==> src/rtl/whack_pkg.sv <==
// Shared encodings and helpers for the whack-a-mole game controller.
// Latency: n/a (constants and a pure function only).
// Backpressure: n/a.
package whack_pkg;

  // Game phase encodings, also driven out as game_state
  localparam logic [1:0] PH_IDLE    = 2'd0;
  localparam logic [1:0] PH_PLAYING = 2'd1;
  localparam logic [1:0] PH_PAUSED  = 2'd2;
  localparam logic [1:0] PH_OVER    = 2'd3;

  // Mole sub-FSM encodings
  localparam logic [0:0] MS_WAIT = 1'b0;
  localparam logic [0:0] MS_UP   = 1'b1;

  // 8-bit Fibonacci LFSR taps 8,6,5,4 (bit 7 is tap 8)
  localparam logic [7:0] LFSR_TAPS = 8'hB8;

  localparam logic [3:0] SCORE_MAX = 4'd15;

  function automatic logic [3:0] score_sat_inc(input logic [3:0] s);
    return (s == SCORE_MAX) ? s : s + 4'd1;
  endfunction

endpackage

==> src/rtl/whack_game_ctrl_if.sv <==
// Button, timer and display signals between the game controller and its neighbours.
// Latency: n/a (wiring only).
// Backpressure: none; every signal is a level or a single-cycle pulse.
interface whack_game_ctrl_if #(
  parameter int NUM_HOLES = 4
);
  logic                 start_btn;
  logic                 pause_btn;
  logic [NUM_HOLES-1:0] hit_btn;
  logic                 timer_done;
  logic                 timer_rst;
  logic                 timer_enable;
  logic                 timer_pause;
  logic                 tick;
  logic [NUM_HOLES-1:0] mole_onehot;
  logic [3:0]           score;
  logic                 game_over;
  logic [1:0]           game_state;

  // Player / game_timer side
  modport master (
    output start_btn, pause_btn, hit_btn, timer_done,
    input  timer_rst, timer_enable, timer_pause, tick, mole_onehot,
           score, game_over, game_state
  );

  // Controller side
  modport slave (
    input  start_btn, pause_btn, hit_btn, timer_done,
    output timer_rst, timer_enable, timer_pause, tick, mole_onehot,
           score, game_over, game_state
  );
endinterface

==> src/rtl/whack_game_ctrl_tick_prescaler.sv <==
// Divides clk down to a one-cycle game tick every TICKS_PER_SEC enabled cycles.
// Latency: tick is combinational from the count; first tick in the TICKS_PER_SEC-th enabled cycle after clear.
// Backpressure: none; count freezes while i_count_en is low.
module tick_prescaler #(
  parameter int TICKS_PER_SEC = 100_000_000
) (
  input  logic i_clk,
  input  logic i_rst_n,
  input  logic i_count_en,
  input  logic i_clear,
  output logic o_tick
);
  localparam int            CW   = (TICKS_PER_SEC > 1) ? $clog2(TICKS_PER_SEC) : 1;
  localparam logic [CW-1:0] LAST = CW'(TICKS_PER_SEC - 1);

  logic [CW-1:0] r_count;

  // Tick only while counting, so a count frozen at LAST cannot fire during pause
  assign o_tick = i_count_en && (r_count == LAST);

  // Count 0..LAST while enabled, wrap on the tick cycle; clear wins
  always_ff @(posedge i_clk or negedge i_rst_n) begin
    if (!i_rst_n) begin
      r_count <= '0;
    end else if (i_clear) begin
      r_count <= '0;
    end else if (i_count_en) begin
      r_count <= o_tick ? '0 : r_count + CW'(1);
    end
  end

endmodule

==> src/rtl/whack_game_ctrl.sv <==
// Whack-a-mole sequencer: game phases, timer drive, game tick, mole scheduling and scoring.
// Latency: button to phase change 1 cycle; hit to score 1 cycle; timer levels combinational from phase.
// Backpressure: none; unaccepted button pulses are simply dropped.
module whack_game_ctrl #(
  parameter int         TICKS_PER_SEC  = 100_000_000,
  parameter int         NUM_HOLES      = 4,
  parameter int         MOLE_UP_TICKS  = 2,
  parameter int         MOLE_GAP_TICKS = 1,
  parameter logic [7:0] LFSR_SEED      = 8'hA5
) (
  input  logic           i_clk,
  input  logic           i_rst_n,
  whack_game_ctrl_if.slave io
);
  import whack_pkg::*;

  localparam int HW = (NUM_HOLES > 1) ? $clog2(NUM_HOLES) : 1;

  logic [1:0]           r_phase;
  logic [0:0]           r_msub;
  logic [7:0]           r_mole_cnt;
  logic [NUM_HOLES-1:0] r_mole;
  logic [HW-1:0]        r_prev_hole;
  logic [3:0]           r_score;
  logic                 r_timer_rst;
  logic [7:0]           r_lfsr;

  logic                 w_playing;
  logic                 w_paused;
  logic                 w_start;
  logic                 w_to_over;
  logic                 w_hit;
  logic                 w_tick;
  logic [7:0]           w_cnt_next;
  logic [HW-1:0]        w_hole_raw;
  logic [HW-1:0]        w_hole;
  logic [NUM_HOLES-1:0] w_hole_onehot;

  assign w_playing  = (r_phase == PH_PLAYING);
  assign w_paused   = (r_phase == PH_PAUSED);
  // start only counts from IDLE/OVER, and there it beats a simultaneous pause
  assign w_start    = ((r_phase == PH_IDLE) || (r_phase == PH_OVER)) && io.start_btn;
  assign w_to_over  = (w_playing || w_paused) && io.timer_done;
  // exact pattern match: wrong hole or extra bits never score
  assign w_hit      = w_playing && (r_msub == MS_UP) && (io.hit_btn == r_mole);
  assign w_cnt_next = r_mole_cnt + 8'd1;

  // Never repeat the previous hole: bump by one, wrapping naturally (NUM_HOLES is 2^HW)
  assign w_hole_raw    = r_lfsr[HW-1:0];
  assign w_hole        = (w_hole_raw == r_prev_hole) ? w_hole_raw + HW'(1) : w_hole_raw;
  assign w_hole_onehot = NUM_HOLES'(1) << w_hole;

  tick_prescaler #(
    .TICKS_PER_SEC(TICKS_PER_SEC)
  ) u_prescaler (
    .i_clk     (i_clk),
    .i_rst_n   (i_rst_n),
    .i_count_en(w_playing),
    .i_clear   (w_start),
    .o_tick    (w_tick)
  );

  // Phase FSM; timer_done outranks pause in both live phases
  always_ff @(posedge i_clk or negedge i_rst_n) begin
    if (!i_rst_n) begin
      r_phase <= PH_IDLE;
    end else begin
      case (r_phase)
        PH_IDLE, PH_OVER: if (w_start) r_phase <= PH_PLAYING;
        PH_PLAYING: begin
          if (io.timer_done)     r_phase <= PH_OVER;
          else if (io.pause_btn) r_phase <= PH_PAUSED;
        end
        default: begin
          if (io.timer_done)     r_phase <= PH_OVER;
          else if (io.pause_btn) r_phase <= PH_PLAYING;
        end
      endcase
    end
  end

  // Timer reload pulse covers exactly the first PLAYING cycle after a start
  always_ff @(posedge i_clk or negedge i_rst_n) begin
    if (!i_rst_n) r_timer_rst <= 1'b0;
    else          r_timer_rst <= w_start;
  end

  // Score clears on (re)start and saturates on hits; a hit coincident with timer_done still counts
  always_ff @(posedge i_clk or negedge i_rst_n) begin
    if (!i_rst_n)     r_score <= '0;
    else if (w_start) r_score <= '0;
    else if (w_hit)   r_score <= score_sat_inc(r_score);
  end

  // Mole scheduler: WAIT counts gap ticks, UP counts visible ticks; a hit ends UP early
  always_ff @(posedge i_clk or negedge i_rst_n) begin
    if (!i_rst_n) begin
      r_msub      <= MS_WAIT;
      r_mole_cnt  <= '0;
      r_mole      <= '0;
      r_prev_hole <= '0;
    end else if (w_start || w_to_over || w_hit) begin
      r_msub     <= MS_WAIT;
      r_mole_cnt <= '0;
      r_mole     <= '0;
    end else if (w_tick) begin
      if (r_msub == MS_WAIT) begin
        if (w_cnt_next >= 8'(MOLE_GAP_TICKS)) begin
          r_msub      <= MS_UP;
          r_mole_cnt  <= '0;
          r_mole      <= w_hole_onehot;
          r_prev_hole <= w_hole;
        end else begin
          r_mole_cnt <= w_cnt_next;
        end
      end else begin
        if (w_cnt_next >= 8'(MOLE_UP_TICKS)) begin
          r_msub     <= MS_WAIT;
          r_mole_cnt <= '0;
          r_mole     <= '0;
        end else begin
          r_mole_cnt <= w_cnt_next;
        end
      end
    end
  end

  // Free-running LFSR so hole choice depends on when the player started
  always_ff @(posedge i_clk or negedge i_rst_n) begin
    if (!i_rst_n) r_lfsr <= LFSR_SEED;
    else          r_lfsr <= {r_lfsr[6:0], ^(r_lfsr & LFSR_TAPS)};
  end

  assign io.timer_rst    = r_timer_rst;
  assign io.timer_enable = w_playing || w_paused;
  assign io.timer_pause  = w_paused;
  assign io.tick         = w_tick;
  assign io.mole_onehot  = r_mole;
  assign io.score        = r_score;
  assign io.game_over    = (r_phase == PH_OVER);
  assign io.game_state   = r_phase;

endmodule

==> src/flat_wrapper.sv <==
// flat-port wrapper written by rule: the top's interface ports become plain ports
module whack_game_ctrl_flat import whack_pkg::*;
#(
  parameter int         TICKS_PER_SEC  = 100_000_000,
  parameter int         NUM_HOLES      = 4,
  parameter int         MOLE_UP_TICKS  = 2,
  parameter int         MOLE_GAP_TICKS = 1,
  parameter logic [7:0] LFSR_SEED      = 8'hA5
)
  (i_clk, i_rst_n, io_start_btn, io_pause_btn, io_hit_btn, io_timer_done, io_timer_rst, io_timer_enable, io_timer_pause, io_tick, io_mole_onehot, io_score, io_game_over, io_game_state);
  whack_game_ctrl_if #(.NUM_HOLES(NUM_HOLES)) io_i ();
  input  logic i_clk;
  input  logic i_rst_n;
  input wire logic [$bits(io_i.start_btn)-1:0] io_start_btn;
  input wire logic [$bits(io_i.pause_btn)-1:0] io_pause_btn;
  input wire logic [$bits(io_i.hit_btn)-1:0] io_hit_btn;
  input wire logic [$bits(io_i.timer_done)-1:0] io_timer_done;
  output wire logic [$bits(io_i.timer_rst)-1:0] io_timer_rst;
  output wire logic [$bits(io_i.timer_enable)-1:0] io_timer_enable;
  output wire logic [$bits(io_i.timer_pause)-1:0] io_timer_pause;
  output wire logic [$bits(io_i.tick)-1:0] io_tick;
  output wire logic [$bits(io_i.mole_onehot)-1:0] io_mole_onehot;
  output wire logic [$bits(io_i.score)-1:0] io_score;
  output wire logic [$bits(io_i.game_over)-1:0] io_game_over;
  output wire logic [$bits(io_i.game_state)-1:0] io_game_state;
  assign io_i.start_btn = io_start_btn;
  assign io_i.pause_btn = io_pause_btn;
  assign io_i.hit_btn = io_hit_btn;
  assign io_i.timer_done = io_timer_done;
  assign io_timer_rst = io_i.timer_rst;
  assign io_timer_enable = io_i.timer_enable;
  assign io_timer_pause = io_i.timer_pause;
  assign io_tick = io_i.tick;
  assign io_mole_onehot = io_i.mole_onehot;
  assign io_score = io_i.score;
  assign io_game_over = io_i.game_over;
  assign io_game_state = io_i.game_state;
  whack_game_ctrl #(.TICKS_PER_SEC(TICKS_PER_SEC), .NUM_HOLES(NUM_HOLES), .MOLE_UP_TICKS(MOLE_UP_TICKS), .MOLE_GAP_TICKS(MOLE_GAP_TICKS), .LFSR_SEED(LFSR_SEED)) u_core (.i_clk(i_clk), .i_rst_n(i_rst_n), .io(io_i));
endmodule
==> config.mk <==
export PLATFORM = sky130hd
export DESIGN_NAME = whack_game_ctrl_flat
export DESIGN_NICKNAME = d
export VERILOG_FILES = /design/src/rtl/whack_pkg.sv /design/src/rtl/whack_game_ctrl_if.sv /design/src/rtl/whack_game_ctrl_tick_prescaler.sv /design/src/rtl/whack_game_ctrl.sv /design/src/flat_wrapper.sv
export SDC_FILE = /design/constraint.sdc
export NUM_CORES = 1
export LEC_CHECK = 0
export ABC_AREA = 1
export BUFFER_PORTS_ARGS = -buffer_cell sky130_fd_sc_hd__buf_2
export CORE_ASPECT_RATIO = 0.6
export CORE_MARGIN = 2
export CORE_UTILIZATION = 50
export CTS_CLUSTER_DIAMETER = 50
export CTS_CLUSTER_SIZE = 25
export DETAILED_ROUTE_END_ITERATION = 7
export GPL_TIMING_DRIVEN = 0
export PLACE_DENSITY = 0.77
export SYNTH_ARGS = -nofsm -noshare
export SYNTH_HDL_FRONTEND = slang
export SYNTH_SLANG_ARGS = --single-unit
export TNS_END_PERCENT = 5
==> constraint.sdc <==
create_clock -name i_clk -period 2.33 [get_ports i_clk]
set_input_delay 0 -clock i_clk [delete_from_list [all_inputs] [get_ports i_clk]]
set_output_delay 0 -clock i_clk [all_outputs]
set_load 0.01 [all_outputs]
==> run_results.csv, run 1 <==
group,metric,value,unit
global_routing,grt_pass1_vias,2731,
clocking,clk_pin_slew_worst_paths,0.05,ns
logic_synthesis,synth.avg_cell_area,7.60,sq um
logic_synthesis,synthCells,449,
sta,finalMaxSlewViolations,0,
hold_path,hp-class,"primary input to flop",
clocking,cts.htree.levels,3,
routing,routed_via_density,5.44,
pwr,p_leak,0.00194,uW
routing,drc,0,
floorplanning,die_h,68.0,microns
clocking,cts.sinks,57,
worst_setup_path,crit_start,"u_core.io.game_state[0]",
place,gp_congestion,0.943,
logic_synthesis,synthDistinctLibCells,45,
logic_synthesis,synth-edff-count,0,
worst_setup_path,path_buf_inv,1,
global_routing,overflow,0,
floorplanning,num_rows,23,
routing,vias,3143,
global_routing,grtUsageTotal,23.8,%
worst_setup_path,path_common_cell,"nand2_1",
run_status,outcome,"complete, no violations",
logic_synthesis,synth_most_common_cell,"nand2_1",
worst_setup_path,cp_data_arrival_time,2.45,ns
logic_synthesis,synthDominantCellAreaShare,38.8,%
worst_setup_path,endpoint_kind,"flop",
cells_and_area,final_cells,578,
cells_and_area,areaGrowthSynthToFinish,16.5,%
cells_and_area,final_net_count,504,
clocking,cts.path.max_buffers,2,
sta,finalHoldViolations,0,
place,dp_slack,0.195,ns
clocking,numCtsBuffers,9,
place,dpl-instance-area,3640,sq um
sta,fmax,458,MHz
logic_synthesis,ys_ff_latch,57,
routing,drt_first_iter_violations,252,
cells_and_area,antenna_cells,0,
pwr,power.density,914,nW/um^2
logic_synthesis,ys.flop_type,"dfrtp_1",
sta,finalCritPeriodShare,93.8,%
logic_synthesis,yosys_warnings,0,
logic_synthesis,async_reset_ff_share,100,%
flow_run,maxCapViolCount,0,
worst_setup_path,crit_fanout,8,
worst_setup_path,path_cells,"inv_1 -> ha_1 -> nand2_2 -> nand2_4 -> nand3b_1 -> nor3_2 -> nand2_1 -> nor2_2 -> nand2_1 -> nand2_1 -> nand2_1 -> nor2_1",
worst_setup_path,rrSetupSlack,0.14,ns
cells_and_area,multiInputGateArea,1730,sq um
routing,wirelength,8.41,mm
floorplanning,ios,24,
worst_setup_path,path_class,"flop to flop",
worst_setup_path,critPathLaunchType,"flop",
place,hpwl,6.16,mm
hold_path,hp-start,"io_pause_btn",
worst_setup_path,slowest_stage,"dfrtp_1",
sta,setup_slack,0.145,ns
logic_synthesis,yosys.area.top_type,"dfrtp_1",
cells_and_area,postLayoutCellArea,3980,sq um
routing,ant_nets,0,
worst_setup_path,required,2.59,ns
floorplanning,die_width,111,microns
sta,min_period,2.19,ns
cells_and_area,drive_above_1_share,16.9,%
pwr,ir_drop,0.000641,V
logic_synthesis,ys_seq_area_share,41.9,%
sta,slew_headroom,51.9,%
floorplanning,initial_core_util,51.4,%
floorplanning,die-area,7530,sq um
cells_and_area,fin_util,59.8,%
clocking,cts_tree,"built",
worst_setup_path,max_stage_delay,0.41,ns
global_routing,grt_start_max_net_pins,58,
sta,tns,0,ns
worst_setup_path,path_delay_family,"simple AND/OR/NAND/NOR gates",
cells_and_area,seq_area,1430,sq um
floorplanning,coreArea,6650,sq um
clocking,clock_latency,0.33,ns
place,port_buffers,23,
clocking,root_buffer,"clkbuf_16",
global_routing,grt_pass1_wl,13.5,mm
worst_setup_path,timing.rr.start,"u_core.io.game_state[0]",
global_routing,antenna_found_initial,0,
logic_synthesis,syn_area,3410,sq um
place,place_inst,559,
sta,worst_slew_pin_slew,0.721,ns
sta,worst_clock_skew,0.00716,ns
logic_synthesis,synth_fp_nets,467,
sta,setup-violations-final,0,
logic_synthesis,ys_top_cells_by_area,"dfrtp_1 (39%), nand2_1 (11%), nor2_1 (6.7%)",
cells_and_area,fill_cells,588,
routing,firstDrtPassIters,5,
logic_synthesis,synthTopCellsByCount,"nand2_1 (98), nor2_1 (61), inv_1 (58)",
routing,wl_per_cell,14.6,microns
## report_power, final
group / total [uW] / internal [uW] / switching (uW) / leakage, uW
clock: 1260 / 834 / 428 / 0.000142
combinational: 1190 / 363 / 827 / 0.00103
sequential: 1180 / 1090 / 98.4 / 0.000766
## cell type report
cell class	count	area share (%)
Buffer	3	0.566
Clock buffer	15	7.24
Clock inverter	1	0.189
Inverter	65	6.23
Multi-Input combinational cell	324	43.4
Sequential cell	57	36.0
Tap cell	87	2.74
Timing Repair Buffer	26	3.65
## metrics by stage
stage / power [uW] / hold slack, ns
floorplan: 1960 / -0.296
global route: 3860 / 0.101
global placement: 2290 / 0.323
CTS: 3630 / 0.0525
finish: 3630 / 0.0737
detailed placement: 2340 / 0.328
## routing by layer
metal	global-route usage [%]	share of wire [%]	vias to the layer above
li1	-	-	1540
met2	31.6	40	138
met4	5.63	0.95	0
met3	11.8	10	10
met1	34.2	49	1455
met5	0	0	-
## worst min-delay path: cells and delay by family
family / cells / cell delay [ns]
AOI/OAI and AO/OA: 2 / 0.19
buffers and inverters: 1 / 0.08
and+or+nand+nor: 1 / 0.08
## worst paths after layout
| kind | to | cells after the start |
|---|---|---|
| max in group asynchronous | u_core.io.mole_onehot[2] | 2 |
| max | u_core.u_prescaler.r_count[17] | 12 |
| max reg2reg | u_core.u_prescaler.r_count[17] | 12 |
| min | u_core.io.game_state[1] | 4 |
| min in group asynchronous | u_core.u_prescaler.r_count[1] | 2 |
| min reg2reg | u_core.r_lfsr[7] | 0 |
## state kept, by name, indices dropped and copies added, names as in the netlist
register,cells
u_core.r_msub,1
u_core.r_mole_cnt,8
u_core.io.mole_onehot,4
u_core.io.timer_rst,1
u_core.io.game_state,2
u_core.io.score,4
u_core.r_prev_hole,2
u_core.u_prescaler.r_count,27
u_core.r_lfsr,8
## kinds of logic after synthesis
| group | Yosys count | synth area share (%) |
|---|---|---|
| AO/OA/AOI/OAI | 52 | 8.79 |
| buffers and inverters | 68 | 7.91 |
| flip-flops | 57 | 41.9 |
| AND/OR/NAND/NOR | 252 | 35.3 |
| XOR/XNOR | 11 | 2.82 |
| adder cells (fa/ha/maj) | 9 | 3.30 |
## cell usage in the layout (no fill, tap or decap), types with 5 or more instances in the layout
cell type and count:
nand2_1 98, nor2_1 60, inv_1 58, dfrtp_1 53
nand3_1 32, buf_2 22, nand4_1 16, a21oi_1 15
o21ai_0 14, nor3_1 10, nor2_2 9, ha_1 9
clkbuf_16 9, o21ai_1 8, xor2_1 6, nand2_2 5
xnor2_1 5
## what timing repair did
| action | in CTS | in global routing |
|---|---|---|
| gates resized for setup | 0 | 3 |
| hold buffers | 2 | 0 |
| setup endpoints to repair | 0 | 1 |
| buffers inserted | 0 | 1 |
| endpoints found under the hold margin | 54 | 0 |
Note: power is estimated with default switching activity, not from simulation.
==> inputs of run 2 (changes only) <==
--- a/config.mk
+++ b/config.mk
@@ -7,14 +7,15 @@
 export LEC_CHECK = 0
 export ABC_AREA = 1
 export BUFFER_PORTS_ARGS = -buffer_cell sky130_fd_sc_hd__buf_2
+export CELL_PAD_IN_SITES_DETAIL_PLACEMENT = 0
+export CELL_PAD_IN_SITES_GLOBAL_PLACEMENT = 2
 export CORE_ASPECT_RATIO = 0.6
 export CORE_MARGIN = 2
-export CORE_UTILIZATION = 50
+export CORE_UTILIZATION = 36
 export CTS_CLUSTER_DIAMETER = 50
 export CTS_CLUSTER_SIZE = 25
 export DETAILED_ROUTE_END_ITERATION = 7
-export GPL_TIMING_DRIVEN = 0
-export PLACE_DENSITY = 0.77
+export PLACE_DENSITY = 0.89
 export SYNTH_ARGS = -nofsm -noshare
 export SYNTH_HDL_FRONTEND = slang
 export SYNTH_SLANG_ARGS = --single-unit
==> run 2 against run 1 <==
  * Clock-buffer cell count down 3
  * Worst setup slack gained 0.13 ns
  * Power rose by 6.0%
  * Sequential share of layout area down 0.85 points
  * Non-clock buffer count rose by 2
  * Routed wire length grew 7.8%
  * Highest routed layer unchanged
==> run_results.csv, run 2 (synthesis gave the netlist of run 1 again) <==
group,metric,value,unit
cells_and_area,largestRegisters,"u_core.u_prescaler.r_count x27, u_core.r_lfsr x8, u_core.r_mole_cnt x8",
hold_path,hp-class,"primary input to flop",
floorplanning,die-area,10300,sq um
sta,finalHoldViolations,0,
cells_and_area,drive_above_1_share,17.8,%
pwr,ir_drop,0.000490,V
cells_and_area,largest_register_ffs,27,
worst_setup_path,endpoint_kind,"flop",
cells_and_area,layout_common_cells,"nand2_1 (98), nor2_1 (61), inv_1 (58), dfrtp_1 (53), nand3_1 (32)",
clocking,numCtsBuffers,9,
place,dpl-instance-area,3720,sq um
sta,slew_headroom,63.0,%
cells_and_area,fin_util,44.3,%
clocking,cts.sinks,57,
worst_setup_path,path_class,"flop to flop",
floorplanning,die_h,79.4,microns
clocking,cts.htree.levels,3,
place,gp_congestion,0.864,
cells_and_area,final_common_cell,"nand2_1",
sta,rsz0062_at_grt,"no",
global_routing,grt_pass1_wl,15.0,mm
clocking,cts.path.max_buffers,2,
floorplanning,die_width,130,microns
hold_path,hold_path_depth,3,
cells_and_area,regMostFlops,"u_core.u_prescaler.r_count",
global_routing,grt_use_met2,22.0,%
floorplanning,ios,24,
sta,worst_slew_pin_slew,0.550,ns
global_routing,overflow,0,
routing,firstDrtPassIters,5,
routing,wl_per_cell,14.6,microns
cells_and_area,antenna_cells,0,
cells_and_area,fill_cells,975,
cells_and_area,postLayoutCellArea,4070,sq um
sta,worst_clock_skew,0.00825,ns
routing,drt_first_iter_violations,236,
routing,drc,0,
sta,finalCritPeriodShare,88.4,%
clocking,cts_tree,"built",
clocking,postCtsSetupBuffers,0,
cells_and_area,seq_area,1430,sq um
cells_and_area,multiInputGateArea,1720,sq um
pwr,p_leak,0.00196,uW
cells_and_area,final_net_count,506,
global_routing,antenna_found_initial,0,
global_routing,grt_start_max_net_pins,22,
worst_setup_path,max_stage_delay,0.42,ns
sta,finalMaxSlewViolations,0,
clocking,root_buffer,"clkbuf_16",
cells_and_area,areaGrowthSynthToFinish,19.3,%
run_status,outcome,"complete, no violations",
sta,setup-violations-final,0,
clocking,clock_latency,0.33,ns
worst_setup_path,r2r_cells,8,
routing,ant_nets,0,
place,port_buffers,23,
global_routing,grt.met3_usage,5.63,%
worst_setup_path,required,2.57,ns
floorplanning,coreArea,9190,sq um
clocking,clk_pin_slew_worst_paths,0.06,ns
routing,vias,3049,
worst_setup_path,path_common_cell,"nand2_2",
sta,tns,0,ns
global_routing,top_usage_layer,"met1",
sta,fmax,485,MHz
flow_run,maxCapViolCount,0,
place,hpwl,7.03,mm
global_routing,met1_usage,33.1,%
worst_setup_path,cp_data_arrival_time,2.30,ns
worst_setup_path,path_cells,"inv_1 -> ha_1 -> nand2_2 -> nand2_2 -> nand3_1 -> nor2_1 -> nand4_1 -> a21oi_1",
sta,min_period,2.06,ns
routing,wirelength,9.07,mm
worst_setup_path,critPathLaunchType,"flop",
routing,routed_via_density,4.89,
global_routing,grtUsageTotal,19.4,%
pwr,power.density,946,nW/um^2
worst_setup_path,slowest_stage,"nor2_1",
floorplanning,initial_core_util,37.2,%
global_routing,grt_pass1_vias,2784,
worst_setup_path,crit_fanout,7,
floorplanning,num_rows,27,
==> run 2: cell count changes in the layout (fill, tap and decap cells not counted), sizes merged <==
| cell | change |
|---|---|
| clkinvlp | +1 |
| bufinv | +2 |
| clkbuf | -3 |
| buf | +3 |
| dlygate4sd3 | -1 |
==> run 2: path summary, 6_finish.rpt <==
kind	slack, ns	endpoint	from
setup / recovery	0.27	u_core.u_prescaler.r_count[26]	u_core.io.game_state[0]
hold / removal	0.01	u_core.io.game_state[0]	io_timer_done
setup reg to reg	0.27	u_core.u_prescaler.r_count[26]	u_core.io.game_state[0]
hold reg to reg	0.35	u_core.r_lfsr[7]	u_core.r_lfsr[6]
max in group asynchronous	1.45	u_core.r_lfsr[2]	i_rst_n
min in group asynchronous	0.18	u_core.u_prescaler.r_count[0]	i_rst_n
==> run 2: cell type report <==
cell class              instances  share of cell area [%]
multi-input cells             324                    42.3
flip-flops and latches         57                    35.1
repair buffers                 31                    4.36
clock buffers                  12                    6.30
clock inverters                 4                    1.84
well taps                     130                    3.99
inverters                      65                    6.08
==> run 2: layer usage <==
metal  up-vias  share of wire [%]  routed length, microns
li1       1540                  -                       -
met1      1413                 57                    5160
met2        86                 34                    3120
met3        10                7.6                     690
met4         0                1.2                     105
met5         -                  0                       0
==> run 2: report_power, final <==
group	internal (uW)	switching, uW	total (uW)
Clock	994	460	1450
Sequential	1080	94.0	1180
Combinational	396	826	1220
Total	2470	1380	3850
==> run 2: timing repair <==
| item | in CTS | in global routing |
|---|---|---|
| gates resized for setup | 0 | 2 |
| hold endpoints to repair | 17 | 0 |
| setup endpoints to repair | 0 | 4 |
| hold buffers | 1 | 0 |
==> run 2: stage by stage <==
step	worst slack (ns)	cells	hold slack, ns	power [uW]
3_3_place_gp	0.278	606	0.00652	2400
6_report	0.270	623	0.0138	3850
2_1_floorplan	0.562	449	-0.296	1960
4_1_cts	0.222	623	0.00101	3860
5_1_grt	0.0953	623	0.0363	4110
3_5_place_dp	0.246	606	0.0179	2390
==> run 2: critical path: cells and delay by family, from the launching register on <==
kind / cells / cell delay [ns]
adders and majority gates: 1 / 0.31
AOI/OAI and AO/OA: 1 / 0.19
DFF: 1 / 0.40
buffers and inverters: 1 / 0.07
and+or+nand+nor: 5 / 1.01
